--- config.mk ---
export PLATFORM = sky130hd
export DESIGN_NAME = fp32_mul_seq
export DESIGN_NICKNAME = d
export VERILOG_FILES = /design/src/rtl/fpau_pkg.sv /design/src/rtl/checkspecial.sv /design/src/rtl/fp32_round_pack.sv /design/src/rtl/fp32_mul_seq.sv
export SDC_FILE = /design/constraint.sdc
export NUM_CORES = 1
export LEC_CHECK = 0
export BUFFER_PORTS_ARGS = -buffer_cell sky130_fd_sc_hd__buf_4
export CAP_MARGIN = 30
export CORE_MARGIN = 8
export CORE_UTILIZATION = 64
export CTS_CLUSTER_DIAMETER = 150
export DETAILED_ROUTE_END_ITERATION = 12
export PLACE_DENSITY = 0.87
export REMOVE_ABC_BUFFERS = 1
export SLEW_MARGIN = 15
export SYNTH_ARGS = -nofsm -noshare
export SYNTH_HDL_FRONTEND = slang
export SYNTH_SLANG_ARGS = --single-unit
--- constraint.sdc ---
create_clock -name clk -period 8.36 [get_ports clk]
set_input_delay 0.836 -clock clk [delete_from_list [all_inputs] [get_ports clk]]
set_output_delay 0.836 -clock clk [all_outputs]
set_load 0.01 [all_outputs]
--- src/rtl/fpau_pkg.sv ---
// Shared FPAU constants and the multiply/divide control state encoding.
package fpau_pkg;

  localparam int MANT_W   = 24;
  localparam int EXP_BIAS = 127;

  localparam logic [31:0] FP_NAN     = 32'h7FFFFFFF;
  localparam logic [30:0] FP_INF_MAG = 31'h7F800000;
  localparam logic [31:0] FP_ZERO    = 32'h00000000;

  typedef enum logic [1:0] {
    IDLE = 2'd0,
    MUL  = 2'd1,
    NORM = 2'd2,
    DONE = 2'd3
  } state_e;

endpackage

--- src/rtl/checkspecial.sv ---
// IEEE single operand classifier; denormals report as zero so they flush.
module checkspecial (
  input  logic [31:0] x,
  output logic        is_nan,
  output logic        is_inf,
  output logic        is_zero
);

  logic exp_max;

  always_comb begin
    exp_max = (x[30:23] == 8'hFF);
    is_nan  = exp_max && (x[22:0] != 23'd0);
    is_inf  = exp_max && (x[22:0] == 23'd0);
    is_zero = (x[30:23] == 8'h00);
  end

endmodule

--- src/rtl/fp32_round_pack.sv ---
// Normalises a 48-bit mantissa product, rounds to nearest even and packs an
// IEEE single, saturating to infinity on overflow and flushing underflow to zero.
module fp32_round_pack
  import fpau_pkg::*;
(
  input  logic              sign,
  input  logic signed [9:0] exp_in,
  input  logic [47:0]       prod,
  output logic [31:0]       result
);

  logic [23:0]       mant;
  logic              guard;
  logic              sticky;
  logic              round_up;
  logic [24:0]       mant_rnd;
  logic [23:0]       mant_fin;
  logic signed [9:0] exp_norm;
  logic signed [9:0] exp_fin;

  always_comb begin
    if (prod[47]) begin
      mant     = prod[47:24];
      guard    = prod[23];
      sticky   = |prod[22:0];
      exp_norm = exp_in + 10'sd1;
    end else begin
      mant     = prod[46:23];
      guard    = prod[22];
      sticky   = |prod[21:0];
      exp_norm = exp_in;
    end

    // Ties go to the even mantissa; a carry out of the top bit renormalises.
    round_up = guard && (sticky || mant[0]);
    mant_rnd = {1'b0, mant} + {24'd0, round_up};
    if (mant_rnd[24]) begin
      mant_fin = mant_rnd[24:1];
      exp_fin  = exp_norm + 10'sd1;
    end else begin
      mant_fin = mant_rnd[23:0];
      exp_fin  = exp_norm;
    end

    if (exp_fin >= 10'sd255) begin
      result = {sign, FP_INF_MAG};
    end else if (exp_fin <= 10'sd0) begin
      result = FP_ZERO;
    end else begin
      result = {sign, exp_fin[7:0], mant_fin[22:0]};
    end
  end

endmodule

--- src/rtl/fp32_mul_seq.sv ---
// Sequential IEEE single multiplier: one shift-add mantissa bit per clock,
// then a single normalise/round cycle, with valid/ready on both sides.
module fp32_mul_seq
  import fpau_pkg::*;
#(
  parameter int MANT_W   = fpau_pkg::MANT_W,
  parameter int EXP_BIAS = fpau_pkg::EXP_BIAS
) (
  input  logic        clk,
  input  logic        rst_n,
  input  logic        in_valid,
  output logic        in_ready,
  input  logic [31:0] A,
  input  logic [31:0] B,
  output logic        out_valid,
  input  logic        out_ready,
  output logic [31:0] S,
  output logic        busy
);

  localparam int CNT_W = $clog2(MANT_W);

  state_e              state_q, state_d;
  logic [CNT_W-1:0]    cnt_q, cnt_d;
  logic [MANT_W-1:0]   mcand_q, mcand_d;
  logic [2*MANT_W-1:0] prod_q, prod_d;
  logic signed [9:0]   exp_q, exp_d;
  logic                sign_q, sign_d;
  logic [31:0]         s_q, s_d;

  logic              a_nan, a_inf, a_zero;
  logic              b_nan, b_inf, b_zero;
  logic              in_sign;
  logic [MANT_W:0]   acc_sum;
  logic [31:0]       rounded;

  checkspecial u_check_a (.x(A), .is_nan(a_nan), .is_inf(a_inf), .is_zero(a_zero));
  checkspecial u_check_b (.x(B), .is_nan(b_nan), .is_inf(b_inf), .is_zero(b_zero));

  fp32_round_pack u_round (
    .sign   (sign_q),
    .exp_in (exp_q),
    .prod   (prod_q),
    .result (rounded)
  );

  always_comb begin
    state_d = state_q;
    cnt_d   = cnt_q;
    mcand_d = mcand_q;
    prod_d  = prod_q;
    exp_d   = exp_q;
    sign_d  = sign_q;
    s_d     = s_q;

    in_ready  = 1'b0;
    out_valid = 1'b0;
    busy      = 1'b0;

    in_sign = A[31] ^ B[31];
    // Upper half accumulates; the multiplier drains out of the lower half.
    acc_sum = {1'b0, prod_q[2*MANT_W-1:MANT_W]} +
              (prod_q[0] ? {1'b0, mcand_q} : {(MANT_W+1){1'b0}});

    unique case (state_q)
      IDLE: begin
        in_ready = 1'b1;
        if (in_valid) begin
          sign_d = in_sign;
          if (a_nan || b_nan || (a_inf && b_zero) || (a_zero && b_inf)) begin
            s_d     = FP_NAN;
            state_d = DONE;
          end else if (a_inf || b_inf) begin
            s_d     = {in_sign, FP_INF_MAG};
            state_d = DONE;
          end else if (a_zero || b_zero) begin
            s_d     = FP_ZERO;
            state_d = DONE;
          end else begin
            mcand_d = {1'b1, A[22:0]};
            prod_d  = {{MANT_W{1'b0}}, 1'b1, B[22:0]};
            exp_d   = 10'({2'b00, A[30:23]}) + 10'({2'b00, B[30:23]}) - 10'(EXP_BIAS);
            cnt_d   = '0;
            state_d = MUL;
          end
        end
      end
      MUL: begin
        busy   = 1'b1;
        prod_d = {acc_sum, prod_q[MANT_W-1:1]};
        if (cnt_q == CNT_W'(MANT_W - 1)) begin
          cnt_d   = '0;
          state_d = NORM;
        end else begin
          cnt_d = cnt_q + 1'b1;
        end
      end
      NORM: begin
        busy    = 1'b1;
        s_d     = rounded;
        state_d = DONE;
      end
      DONE: begin
        out_valid = 1'b1;
        if (out_ready) begin
          state_d = IDLE;
        end
      end
      default: state_d = IDLE;
    endcase
  end

  always_ff @(posedge clk) begin
    if (!rst_n) begin
      state_q <= IDLE;
      cnt_q   <= '0;
      mcand_q <= '0;
      prod_q  <= '0;
      exp_q   <= '0;
      sign_q  <= 1'b0;
      s_q     <= FP_ZERO;
    end else begin
      state_q <= state_d;
      cnt_q   <= cnt_d;
      mcand_q <= mcand_d;
      prod_q  <= prod_d;
      exp_q   <= exp_d;
      sign_q  <= sign_d;
      s_q     <= s_d;
    end
  end

  assign S = s_q;

endmodule

* Word level (Yosys, flattened, before mapping) *
Cells that the tools add are included.

word-level totals
  register bits after elaboration = 122
  output and inout bits = 35
  logic and storage cells = 98

cells by class
  add/sub/neg operators = 7
  order comparisons = 2
  eq/ne operators = 13
  multiplexer cells = 35
  bitwise logic cells = 4
  reductions and logical operators = 30

operators with widths
  cell                   number
  $mux 32                6
  $mux 48                4
  $pmux 48 s2            1
  $pmux 32 s2            1
  $mux 24                2
  $logic_not 23->1       2
  $reduce_bool 23->1     2
  $add 24x1->25          1
  $add 24x24->25         1
  $mux 5                 5
  $mux 23                1
  $reduce_or 23->1       1
  $reduce_or 22->1       1
  $add 10x2->10 const B  2
  $mux 10                2
  $eq 8x8->1 const B     2
  $logic_not 8->1        2
  $mux 2                 6
  $ne 2x2->1 const B     6
  $ge 10x9->1 const B    1
  $le 10x1->1 const B    1
  $pmux 5 s2             1
  $reduce_and 5->1       2
  $sub 9x7->10 const B   1
  other kinds (17)       37

* Longest topological paths before layout *
  depth in word-level cells = 10
  mapped depth = 19

* Hierarchy *
Synthesis repeated with hierarchy kept, for this count alone.

unflattened totals
  cells, all modules = 1,204
  area total of the unflattened synthesis = 9,147.5 um2

by module, submodules not included
  module           instances  cells each  area each (um2)  seq. area each (um2)
  fp32_mul_seq     1          849         6,844.1          2,442.3
  fp32_round_pack  1          323         2,100.8          0.0
  checkspecial     2          16          101.3            0.0

* Worst setup path after synthesis *
OpenSTA, ideal clock, no wires.

  path kind = reg-to-reg
  start = register prod_q[47]
  end = register s_q[11], in the netlist S[11]
  arrival time = 4.531 ns
  required time = 8.290 ns
  path slack = 3.759 ns
  cell stages (with the launch flop) = 18
  buffers on the path = 5
  path through = dfxtp_1 > buf_6 > buf_6 > clkbuf_1 > buf_1 > clkbuf_1 > nand2_1 > a21boi_0 > ha_1 > nand4_1 > or4_4 > a2111oi_1 > xnor2_1 > o21bai_1 > o32ai_1 > or4_4 > or3b_1 > a21oi_1

on the way
  cells in the longest elaborated chain, start to end = 9
  elaborated cells on any way between the ends = 15

ends and longest elaborated chain
  what                                      line                   source
  start: declaration                        fp32_mul_seq.sv:26     logic [2*MANT_W-1:0] prod_q, prod_d;
  start signal: assignment                  fp32_mul_seq.sv:126    prod_q <= prod_d;
  $mux 1 / $mux 24 (equally long branches)  fp32_round_pack.sv:22  if (prod[47]) begin
  $logic_or 1x1->1                          fp32_round_pack.sv:35  round_up = guard && (sticky || mant[0]);
  $logic_and 1x1->1                         fp32_round_pack.sv:35
  $add 24x1->25                             fp32_round_pack.sv:36  mant_rnd = {1'b0, mant} + {24'd0, round_up};
  $mux 10                                   fp32_round_pack.sv:37  if (mant_rnd[24]) begin
  $le 10x1->1                               fp32_round_pack.sv:47  end else if (exp_fin <= 10'sd0) begin
  $mux 32                                   fp32_round_pack.sv:47
  $mux 32 (*)                               fp32_round_pack.sv:45  if (exp_fin >= 10'sd255) begin
  $pmux 32 s2 (*)                           fp32_mul_seq.sv:65     unique case (state_q)
  end signal: assignment                    fp32_mul_seq.sv:121    s_q <= FP_ZERO;
  end signal: assignment                    fp32_mul_seq.sv:129    s_q <= s_d;
  end: declaration                          fp32_mul_seq.sv:29     logic [31:0] s_q, s_d;

Every way passes the cells marked *; elsewhere a longest branch is shown, timed or not.
A chain may end at the register's enable or synchronous reset.

* Final worst setup path *
  start = register prod_q[47]
  end = register s_q[3], in the netlist S[3]

The elaborated chain is that of the path after synthesis.

==> impl_metrics.ini <==
[global_routing]
gr-usage-met1_pct = 35.7
overflow = 0
grt_max_degree = 91
grt_pass1_vias = 7579
track_usage_pct = 26.7
grt_pass1_wl_um = 36600
antenna_found_initial = 0
grtUsageMet2_pct = 40.9
grt_use_met3_pct = 5.96
busiest_layer = met2

[worst_hold_path]
min_path_type = reg -> reg
whs_path_depth = 2

[sta]
min_period_ns = 4.43
slew_headroom_pct = 34.8
fmax_mhz = 226
setup_viol = 0
post-route-period-util_pct = 52.9
slew_viol_final = 0
clock_skew_ns = 0.00995
rsz0062_at_grt = no
fin_tns_setup_ns = 0
finalHoldViolCount = 0
holdWs_ns = 0.451
worstMarginPinSlew_ns = 0.978
worst_slack_ns = 3.93

[setup_path]
critPathTopFamily = simple AND/OR/NAND/NOR gates
endpoint_kind = flip-flop
critPathKind = reg -> reg
cp_max_fo = 65
r2r_cells = 13
required_ns = 8.72
slowest_delay_ns = 0.63
crit_chain = buf_4 -> nand2_1 -> a21boi_0 -> ha_1 -> nand4_1 -> nor4_4 -> and4_1 -> a41oi_1 -> nor3b_1 -> xor2_1 -> or4_4 -> a21oi_4 -> o221a_2
arrival_ns = 4.79
critPathSlowestCell = or4_4
worstSetupPathDepth = 13
start_kind = flip-flop
cp_num_buf_inv = 1

[clocking]
post_cts_buffers = 0
cts_root_buffer = clkbuf_16
cts_sinks = 122
cts-htree-levels = 4
cts_tree = done
cts_resized = 0
clk_pin_slew_ns = 0.05
clockBufferDepth = 2
hold_buffers = 0
cts_buffers = 17
clock_latency_ns = 0.43

[yosys]
yosys-top-cells-count = nand2_1, dfxtp_1, nor2_1, a21oi_1, clkbuf_1
netlist.area_leader.share_pct = 29.3
synth_area_leaders = dfxtp_1, ha_1, nand2_1
synth_compound_area_share_pct = 22.3
synth-main-ff-cell = dfxtp_1
avgSynthCellArea_um2 = 7.90
synth-simple-area-share_pct = 24.4
synth_top_family_by_area = simple AND/OR/NAND/NOR gates
ys_seq_elements = 122
yosysMostFrequentCell = nand2_1
yosys.area_share.adder_pct = 7.53
muxShareOfSynthArea_pct = 6.11
netlist.top_cell.by_area = dfxtp_1
synth-seq-area-share_pct = 29.3
synth_xor_xnor_area_share_pct = 6.15
synth_edf_count = 0
yosys_warnings = 0
syn_inst = 1056
synthArstFlopShare_pct = 0
synth_area_mm2 = 0.00834
synth.distinct_cells = 80

[placement]
dp_worst_setup_slack_ns = 4.01
port_buffers = 102
gp_congestion = 0.955
numPlacedInstances = 1277
hpwl_um = 16300
placed_cell_area_mm2 = 0.00917

[layout]
final_area_mm2 = 0.00972
layout-drive-gt1-share_pct = 14.7
area_growth_pct = 16.6
fin_nets = 1241
fin_cells = 1308
diodes = 0

[floorplan]
die_w_um = 130
start_util_pct = 65.8
fp.dieArea_mm2 = 0.0169
num_io_pins = 103
fp-row-count = 41
core_mm2 = 0.0127
die_h_um = 130

[detailed_routing]
viasPerCell = 6.22
drt-initial-drc-count = 729
drc = 0
dr.pass1.iters = 5
postRouteAntennaNets = 0
drt-total-wl_um = 22300
avgRoutedWirePerCell_um = 17.0
num_vias = 8133

[power]
total_leakage_power_nw = 3.91
ir_drop_mv = 0.236
p_per_area_mw_per_mm2 = 239

[status]
outcome = complete, no violations

[run]
drv_cap = 0
==> power by group <==
| part | leakage (nW) | switching, W | internal, W |
|---|---|---|---|
| combinational | 2.65 | 0.000498 | 0.000330 |
| clock | 0.262 | 0.000258 | 0.000428 |
| sequential | 0.995 | 0.000113 | 0.000694 |
| total | 3.91 | 0.000870 | 0.00145 |
==> area by class of cell <==
class                           instances  area (um2)
Fill cell                             990        2950
Clock buffer                           24         482
Tap cell                              172         215
Clock inverter                          7        67.6
Inverter                               26        97.6
Sequential cell                       122        2440
Multi-Input combinational cell        845        5570
Timing Repair Buffer                  112         848
==> kinds of logic after synthesis <==
group           after synthesis
fa+ha+maj                    49
mux                          50
xor+xnor                     57
compound gates              277
buf+inv                      89
simple gates                412
flops                       122
==> layer usage <==
layer	wire, um	part of all wire [%]
met2	10100	45
met3	1870	8.4
met1	9870	44
met4	463	2.1
met5	0	0
==> cells in the final DEF, fill, tap and decap left out, types with 11 or more instances in the layout <==
cell type / Yosys / layout
xnor2_1: 38 / 38
o21ai_0: 32 / 32
a21oi_1: 90 / 90
a31oi_1: 13 / 13
ha_1: 47 / 46
nand3_1: 31 / 31
xor2_1: 18 / 18
nand2_1: 127 / 127
buf_4: 0 / 111
nor3_1: 16 / 16
and2_1: 33 / 33
nor2_1: 105 / 105
a22oi_1: 12 / 12
mux2i_1: 43 / 43
a311oi_1: 11 / 11
a211oi_1: 36 / 36
clkbuf_16: 0 / 17
dfxtp_1: 122 / 121
nor4_1: 22 / 22
o21bai_1: 12 / 12
inv_1: 25 / 24
nand4_1: 17 / 17
==> tightest hold or removal path: cells and delay by family, from the launching register on <==
| kind | cells | cell delay [ns] |
|---|---|---|
| flip-flops | 1 | 0.30 |
| AND/OR/NAND/NOR | 1 | 0.05 |
| AO/OA/AOI/OAI | 1 | 0.05 |
==> metrics by stage <==
stage | util (%) | power, W
after global routing | 76.7 | 0.00245
after detailed placement | 72.4 | 0.00163
after CTS | 76.7 | 0.00232
after floorplan | - | 0.00135
after global placement | 72.2 | 0.00159
final | 76.7 | 0.00232
==> worst paths after layout <==
check,start,slack [ns],to
worst min-delay path,mcand_q[4],0.45,mcand_q[4]
worst max register to register,prod_q[47],3.93,S[3]
worst max-delay path,prod_q[47],3.93,S[3]
worst min register to register,mcand_q[4],0.45,mcand_q[4]
==> sequential cells by signal, summed over array words and instances, names as in the netlist <==
name and count:
exp_q 10, sign_q 1, prod_q 48, cnt_q 5, state_q 2, mcand_q 24
S 32
Note: power is estimated with default switching activity, not from simulation.
